File: src/rtl/pipeline_sequencer.sv
`default_nettype none
// +------------------------------------------------------------------------+
// | pipeline_sequencer: 5-stage pipeline control (stall/flush/PC select,   |
// | boot vector load, interrupt drain/save/jump).        Revision: 1.0     |
// +------------------------------------------------------------------------+
module pipeline_sequencer #(
   parameter int unsigned BOOT_CYCLES  = 2,
   parameter int unsigned DRAIN_CYCLES = 3,
   parameter int unsigned SAVE_CYCLES  = 2
) (
   input  logic       clk,
   input  logic       rst,
   input  logic       hz_stall,
   input  logic       branch_taken,
   input  logic       irq,
   output logic       pc_en,
   output logic [1:0] pc_sel,
   output logic       ifid_en,
   output logic       idex_en,
   output logic       ifid_flush,
   output logic       idex_flush,
   output logic       exmem_flush,
   output logic       int_push,
   output logic       busy,
   output logic [2:0] state
);

   localparam int unsigned MAX_AB  = (BOOT_CYCLES > DRAIN_CYCLES) ? BOOT_CYCLES : DRAIN_CYCLES;
   localparam int unsigned MAX_CYC = (MAX_AB > SAVE_CYCLES) ? MAX_AB : SAVE_CYCLES;
   localparam int unsigned CNT_W   = $clog2(MAX_CYC) + 1;

   localparam logic [CNT_W-1:0] BOOT_LAST  = CNT_W'(BOOT_CYCLES - 1);
   localparam logic [CNT_W-1:0] DRAIN_LAST = CNT_W'(DRAIN_CYCLES - 1);
   localparam logic [CNT_W-1:0] SAVE_LAST  = CNT_W'(SAVE_CYCLES - 1);

   typedef enum logic [2:0] {
      BOOT  = 3'd0,
      RUN   = 3'd1,
      DRAIN = 3'd2,
      SAVE  = 3'd3,
      JUMP  = 3'd4
   } state_t;

   state_t           cur_state, nxt_state;
   logic [CNT_W-1:0] cnt, cnt_nxt;
   logic             irq_d, irq_pend;
   logic             irq_edge, take_irq;

   assign irq_edge = irq & ~irq_d;
   assign state    = cur_state;

   always_ff @(posedge clk) begin
      if (rst) begin
         cur_state <= BOOT;
         cnt       <= '0;
         irq_d     <= 1'b0;
         irq_pend  <= 1'b0;
      end else begin
         cur_state <= nxt_state;
         cnt       <= cnt_nxt;
         irq_d     <= irq;
         // An edge coinciding with RUN->DRAIN is the one being serviced.
         if (take_irq)
            irq_pend <= 1'b0;
         else if (irq_edge && cur_state != BOOT)
            irq_pend <= 1'b1;
      end
   end

   always_comb begin
      nxt_state   = cur_state;
      cnt_nxt     = cnt;
      take_irq    = 1'b0;
      pc_en       = 1'b0;
      pc_sel      = 2'b00;
      ifid_en     = 1'b1;
      idex_en     = 1'b1;
      ifid_flush  = 1'b0;
      idex_flush  = 1'b0;
      exmem_flush = 1'b0;
      int_push    = 1'b0;
      busy        = 1'b1;

      case (cur_state)
         BOOT: begin
            pc_sel      = 2'b10;
            ifid_flush  = 1'b1;
            idex_flush  = 1'b1;
            exmem_flush = 1'b1;
            if (cnt == BOOT_LAST) begin
               pc_en     = 1'b1;
               nxt_state = RUN;
               cnt_nxt   = '0;
            end else begin
               cnt_nxt = cnt + 1'b1;
            end
         end
         RUN: begin
            busy  = 1'b0;
            pc_en = 1'b1;
            if (hz_stall) begin
               pc_en       = 1'b0;
               ifid_en     = 1'b0;
               idex_en     = 1'b0;
               exmem_flush = 1'b1;
            end else if (branch_taken) begin
               pc_sel     = 2'b01;
               ifid_flush = 1'b1;
               idex_flush = 1'b1;
            end else if (irq_pend) begin
               pc_en      = 1'b0;
               ifid_flush = 1'b1;
               nxt_state  = DRAIN;
               cnt_nxt    = '0;
               take_irq   = 1'b1;
            end
         end
         DRAIN: begin
            if (hz_stall) begin
               ifid_en     = 1'b0;
               idex_en     = 1'b0;
               exmem_flush = 1'b1;
            end else begin
               ifid_flush = 1'b1;
               idex_flush = (cnt != '0);
               // Redirect so the PC pushed later is the branch target.
               if (branch_taken) begin
                  pc_en  = 1'b1;
                  pc_sel = 2'b01;
               end
               if (cnt == DRAIN_LAST) begin
                  nxt_state = SAVE;
                  cnt_nxt   = '0;
               end else begin
                  cnt_nxt = cnt + 1'b1;
               end
            end
         end
         SAVE: begin
            int_push   = 1'b1;
            ifid_flush = 1'b1;
            idex_flush = 1'b1;
            if (cnt == SAVE_LAST) begin
               nxt_state = JUMP;
               cnt_nxt   = '0;
            end else begin
               cnt_nxt = cnt + 1'b1;
            end
         end
         JUMP: begin
            pc_en      = 1'b1;
            pc_sel     = 2'b11;
            ifid_flush = 1'b1;
            nxt_state  = RUN;
            cnt_nxt    = '0;
         end
         default: begin
            nxt_state = BOOT;
            cnt_nxt   = '0;
         end
      endcase

      if (rst) begin
         pc_en       = 1'b0;
         pc_sel      = 2'b10;
         ifid_en     = 1'b1;
         idex_en     = 1'b1;
         ifid_flush  = 1'b1;
         idex_flush  = 1'b1;
         exmem_flush = 1'b1;
         int_push    = 1'b0;
         busy        = 1'b1;
      end
   end

endmodule
`default_nettype wire

File: config.mk
export PLATFORM = sky130hd
export DESIGN_NAME = pipeline_sequencer
export DESIGN_NICKNAME = d
export VERILOG_FILES = /design/src/rtl/pipeline_sequencer.sv
export SDC_FILE = /design/constraint.sdc
export NUM_CORES = 1
export LEC_CHECK = 0
export ABC_AREA = 1
export CAP_MARGIN = 15
export CORE_MARGIN = 3
export CORE_UTILIZATION = 35
export CTS_CLUSTER_DIAMETER = 200
export DETAILED_ROUTE_END_ITERATION = 10
export GPL_ROUTABILITY_DRIVEN = 0
export SYNTH_ARGS = -nofsm -noshare
export SYNTH_HDL_FRONTEND = slang
export SYNTH_SLANG_ARGS = --single-unit
File: constraint.sdc
create_clock -name clk -period 1.4 [get_ports clk]
set_input_delay 0.14 -clock clk [delete_from_list [all_inputs] [get_ports clk]]
set_output_delay 0.14 -clock clk [all_outputs]
set_load 0.1 [all_outputs]
* Word level (Yosys, flattened, before mapping)
Index checks and enable logic that the tools add are counted.
** Storage, ports and cells
- Register bits :: 8
- Output and inout port bits :: 13
- Logic and storage cells :: 78
** Operators by class
- $add $sub $neg :: 1
- Equal/unequal tests :: 13
- Muxes and demuxes :: 48
- Bitwise gates (word level) :: 2
- Reductions and logical operators :: 10
** Operators with widths (number)
- two-way mux 3 bit :: 13
- two-way mux 1 bit :: 27
- one-hot mux 3 bit (5 select lines) :: 1
- != test 2 bit (second input constant) :: 7
- equality test 3 x 2 -> 1 bit (second input constant) :: 3
- one-hot mux 3 bit (3 select lines) :: 1
- AND reduction 7 bit :: 1
- equality test 3 x 1 -> 1 bit (second input constant) :: 2
- one-hot mux 1 bit (3 select lines) :: 2
- one-hot mux 2 bit (3 select lines) :: 1
- nonzero test 3 bit :: 2
- OR reduction 2 bit :: 3
- one-hot mux 1 bit (4 select lines) :: 1
- AND reduction 4 bit :: 1
- adder 3 x 1 -> 3 bit (second input constant) :: 1
- equality test 3 bit (second input constant) :: 1
- logical NOT 3 bit :: 1
- OR reduction 3 bit :: 1
- two-way mux 2 bit :: 1
- one-hot mux 1 bit (2 select lines) :: 1
- bitwise AND 1 bit :: 1
- logical AND 1 bit :: 1
- inverter 1 bit :: 1

* Depth between registers and ports, before layout
- Depth in word-level cells :: 5
- Mapped depth :: 10

* Least setup slack after synthesis
OpenSTA, ideal clock, no wires.
- Path type :: flip-flop to output port
- Start :: register cur_state[0] (netlist: state[0])
- End :: output port pc_en
- Arrival time :: 3257 ps
- Required time :: 1260 ps
- Slack :: -1997 ps
- Cell stages (with the launch flop) :: 7
- Buffers on the path :: 0
- Cell sequence :: dfxtp_1 > inv_2 > nor2_1 > nand2_1 > nor2_2 > nand2_1 > a31oi_1
** Between the ends
- Word-level cells in the longest chain between the ends :: 3
** RTL lines
- start: declaration :: RTL line 44 : state_t cur_state, nxt_state;
- start signal: assignment :: RTL line 59 : cur_state <= nxt_state;
- equality test 3 bit, or another cell as far along :: RTL line 84 : case (cur_state)
- one-hot mux 1 bit (4 select lines) (*) :: RTL line 84
- two-way mux 1 bit (*) :: RTL line 163 : if (rst) begin
- end: declaration :: RTL line 16 : output logic pc_en,
Mark *: on every way between the ends. The rest lies on a longest branch, timed or not.

* Final worst setup path
- Start :: register cur_state[0] (netlist: state[0])
- End :: output port ifid_flush
** Between the ends
- Word-level cells in the longest chain between the ends :: 4
** RTL lines
- equality test 3 x 2 -> 1 bit, or another cell as far along :: RTL line 84
- OR reduction 3 bit (no line)
- one-hot mux 1 bit (3 select lines) (*) :: RTL line 84
- two-way mux 1 bit (*) :: RTL line 163
- end: declaration :: RTL line 20 : output logic ifid_flush,
Marked as above.

==> results.py <==
metrics = {
    "synth": {
        "synthCells": 104,
        "cell_accounting_for_the_most_synthesized_area": "dfxtp_1",
        "synth_top_area_share_pct": 26.45,
        "synth_top_family_by_area": "simple AND/OR/NAND/NOR gates",
        "synth_compound_gate_area_share_pct": 9.917,
        "yosys_register_bits": 8,
        "synthXorXnorAreaFrac_pct": 1.446,
        "synth_seq_area_share_pct": 26.45,
        "post_synth_adder_cell_area_pct": 0,
        "syn_area_um2": 605.6,
        "post_synth_mux_area_share_pct": 0,
        "netlist-cell-type-count": 24,
        "synth_nets": 109,
        "syn_avg_cell_area_um2": 5.823,
        "post_synth_and_or_nand_nor_area_fraction_pct": 52.27,
        "synthesis.yosys.warnings": 0,
        "ys_top_cells_by_area": "dfxtp_1 (26%), nand2_1 (17%), nor2_1 (12%), nand3_1 (5.8%), inv_1 (5.6%)",
    },
    "clock_network": {
        "cts-root-to-sink-buffers": 2,
        "cts_made_buffers": 3,
        "cts_hold_repair.buffers": 0,
        "clkTransAtPathRegs_ns": 0.06,
        "cts.sink_count": 8,
        "root_buffer": "clkbuf_4",
        "tritoncts_clock_tree": "built",
        "worstSkewPairLatency_ns": 0.26,
        "cts.htree.levels": 1,
    },
    "setup_path": {
        "timing.critical_path.slowest_cell_delay_ns": 0.40,
        "end_kind": "primary output",
        "critPathKind": "reg2out",
        "worstPathRequired_ns": 1.26,
        "setup.worst_path.start_class": "register",
        "combined_buffer_and_inverter_count_along_the_critical_path": 2,
        "critPathSlowestCell": "dfxtp_4",
        "critical_path_peak_fanout": 4,
        "crit_path_cell_chain": "buf_6 -> nor2_4 -> nand2_4 -> nor2_4 -> a31oi_1 -> nand4_1 -> buf_12",
        "cp_common_cell": "nor2_4",
        "arrival_ns": 1.54,
        "worst_path_dominant_cell_family": "flip-flops",
    },
    "routing": {
        "finalWirelength_mm": 2.215,
        "routed_via_density": 5.311,
        "drt_pre_antenna_iters": 5,
        "postRouteAntennaNets": 0,
        "drt_first_iter_violations": 33,
        "via_count": 871,
        "detail_route.drc_violations": 0,
        "detail_route.wl_per_cell_um": 13.51,
    },
    "finish": {
        "n_antenna_cell": 0,
        "final_cell_count_no_fill": 164,
        "final_cell_area_um2": 1334,
        "drive_above_1_share_pct": 52.03,
        "design.final.nets": 154,
        "synthToLayoutAreaGrowth_pct": 120.2,
    },
    "sta": {
        "rel_slew_slack_pct": 79.57,
        "pnr_worst_setup_slack_ns": -0.2819,
        "layout_worst_path_cycle_share_pct": 120.1,
        "setup_viol_count_final": 13,
        "rsz0062_at_grt": "yes",
        "fin_hold_ws_ns": 0.4274,
        "timing.final.hold_violations": 0,
        "fin_worst_skew_ns": 0.007362,
        "max_freq_mhz": 594.6,
        "period_needed_ns": 1.682,
        "worst_max_slew_pin_slew_ns": 0.3064,
        "finalMaxSlewViolations": 0,
    },
    "place": {
        "place.port_buffers": 17,
        "numPlacedInstances": 146,
        "pre_cts_slack_ns": -0.09757,
        "place.detailed.hpwl_mm": 1.412,
        "place_area_um2": 1114,
    },
    "global_route": {
        "track_usage_pct": 21.71,
        "grt_overflow": 0,
        "grt_pass1_vias": 775,
        "grt_start_max_net_pins": 11,
        "grt_first_pass_wirelength_mm": 3.450,
        "grt_antenna_before_repair": 0,
    },
    "run": {
        "max-cap-violations": 0,
    },
    "floorplanning": {
        "die_area_um2": 2265,
        "core_um2": 1559,
        "row_count": 14,
        "initial_utilization_pct": 38.84,
        "pin_count": 18,
        "dieHeight_um": 47.60,
        "chipWidth_um": 47.60,
    },
    "outcome": {
        "status": "finished, violations left",
        "violations": "negative setup slack",
    },
    "worst_hold_path": {
        "worstHoldPathType": "in2reg",
    },
}
[final timing paths]
path | depth (start not counted) | start | slack [ns] | end
setup / recovery | 7 | state[0]$_SDFFE_PP0P_ | -0.28 | ifid_flush
hold / removal | 3 | irq | 0.43 | irq_d$_SDFF_PP0_
setup reg to reg | 10 | state[0]$_SDFFE_PP0P_ | -0.08 | cnt[1]$_SDFFE_PP0P_
hold reg to reg | 2 | cnt[0]$_SDFFE_PP0P_ | 0.52 | cnt[0]$_SDFFE_PP0P_
[area by class of cell]
cell class              count  area, um^2
inverters                  13       63.81
flip-flops and latches      8       171.4
repair buffers             42       511.7
fillers                    87       225.2
multi-input cells          81       540.5
well taps                  16       20.02
clock buffers               4       26.28
[placed cells by master (no fill, tap or decap), types with 2 or more instances in the layout]
cell type,Yosys,final
nand2_1,28,21
buf_4,1,21
buf_12,0,14
nor2_1,19,9
inv_1,9,8
nor2_4,1,8
nand2_2,3,5
nand2_4,1,5
nand3_1,7,5
dfxtp_1,8,5
nor2_2,1,4
a21oi_1,4,4
clkdlybuf4s50_1,0,4
nor3_1,4,3
o21ai_1,1,3
clkbuf_4,0,3
buf_6,0,3
dfxtp_4,0,3
inv_6,0,2
inv_4,0,2
nand4_1,2,2
[Yosys cell counts]
cell,instances
nand2_2,3
nor3_1,4
a31oi_1,2
inv_2,3
nor2_2,1
clkinv_1,1
dfxtp_1,8
nand2_4,1
nor3_2,1
clkbuf_1,1
xor2_1,1
nor3b_1,1
inv_1,9
nand2_1,28
nand3_1,7
o21ai_1,1
nand3b_1,1
a22oi_1,1
nor2_1,19
nor2_4,1
o21ai_0,3
a21oi_1,4
nand4_1,2
buf_4,1
[what timing repair did]
action / in CTS / in global routing
cloned: 0 / 0
pin swaps: 12 / 14
buffers inserted: 10 / 6
resized for setup: 17 / 10
setup endpoints to repair: 8 / 16
[kinds of logic (layout without fill, tap and decap cells)]
family / Yosys count / in the layout
AND/OR/NAND/NOR: 69 / 69
buffers and inverters: 15 / 59
AO/OA/AOI/OAI: 11 / 11
flip-flops: 8 / 8
XOR/XNOR: 1 / 1
[layer usage]
layer / vias up / part of all wire, % / GRT usage [%]
met4: 0 / 5.0 / 10.22
met3: 16 / 8.1 / 7.143
met5: - / 0 / 0
li1: 420 / - / -
met1: 384 / 37 / 26.62
met2: 51 / 50 / 34.22
[worst min-delay path, stage by stage]
cell	delay, ns
clkdlybuf4s50_1	0.39
inv_1	0.07
nor2_1	0.04
[through the flow]
stage               util, %  setup TNS, ns
finish                85.55         -1.816
floorplan                 -         -2.941
CTS                   82.18         -1.748
detailed placement    71.43        -0.5890
global route          85.55         -2.871
global placement      71.43        -0.5922
[registers in the layout, summed over array words and instances (netlist names)]
| signal | count |
|---|---|
| irq_pend | 1 |
| cnt | 3 |
| irq_d | 1 |
| state | 3 |
Power is not shown: default switching activity piles up to over one toggle a cycle in this logic, so the estimate is an artifact.
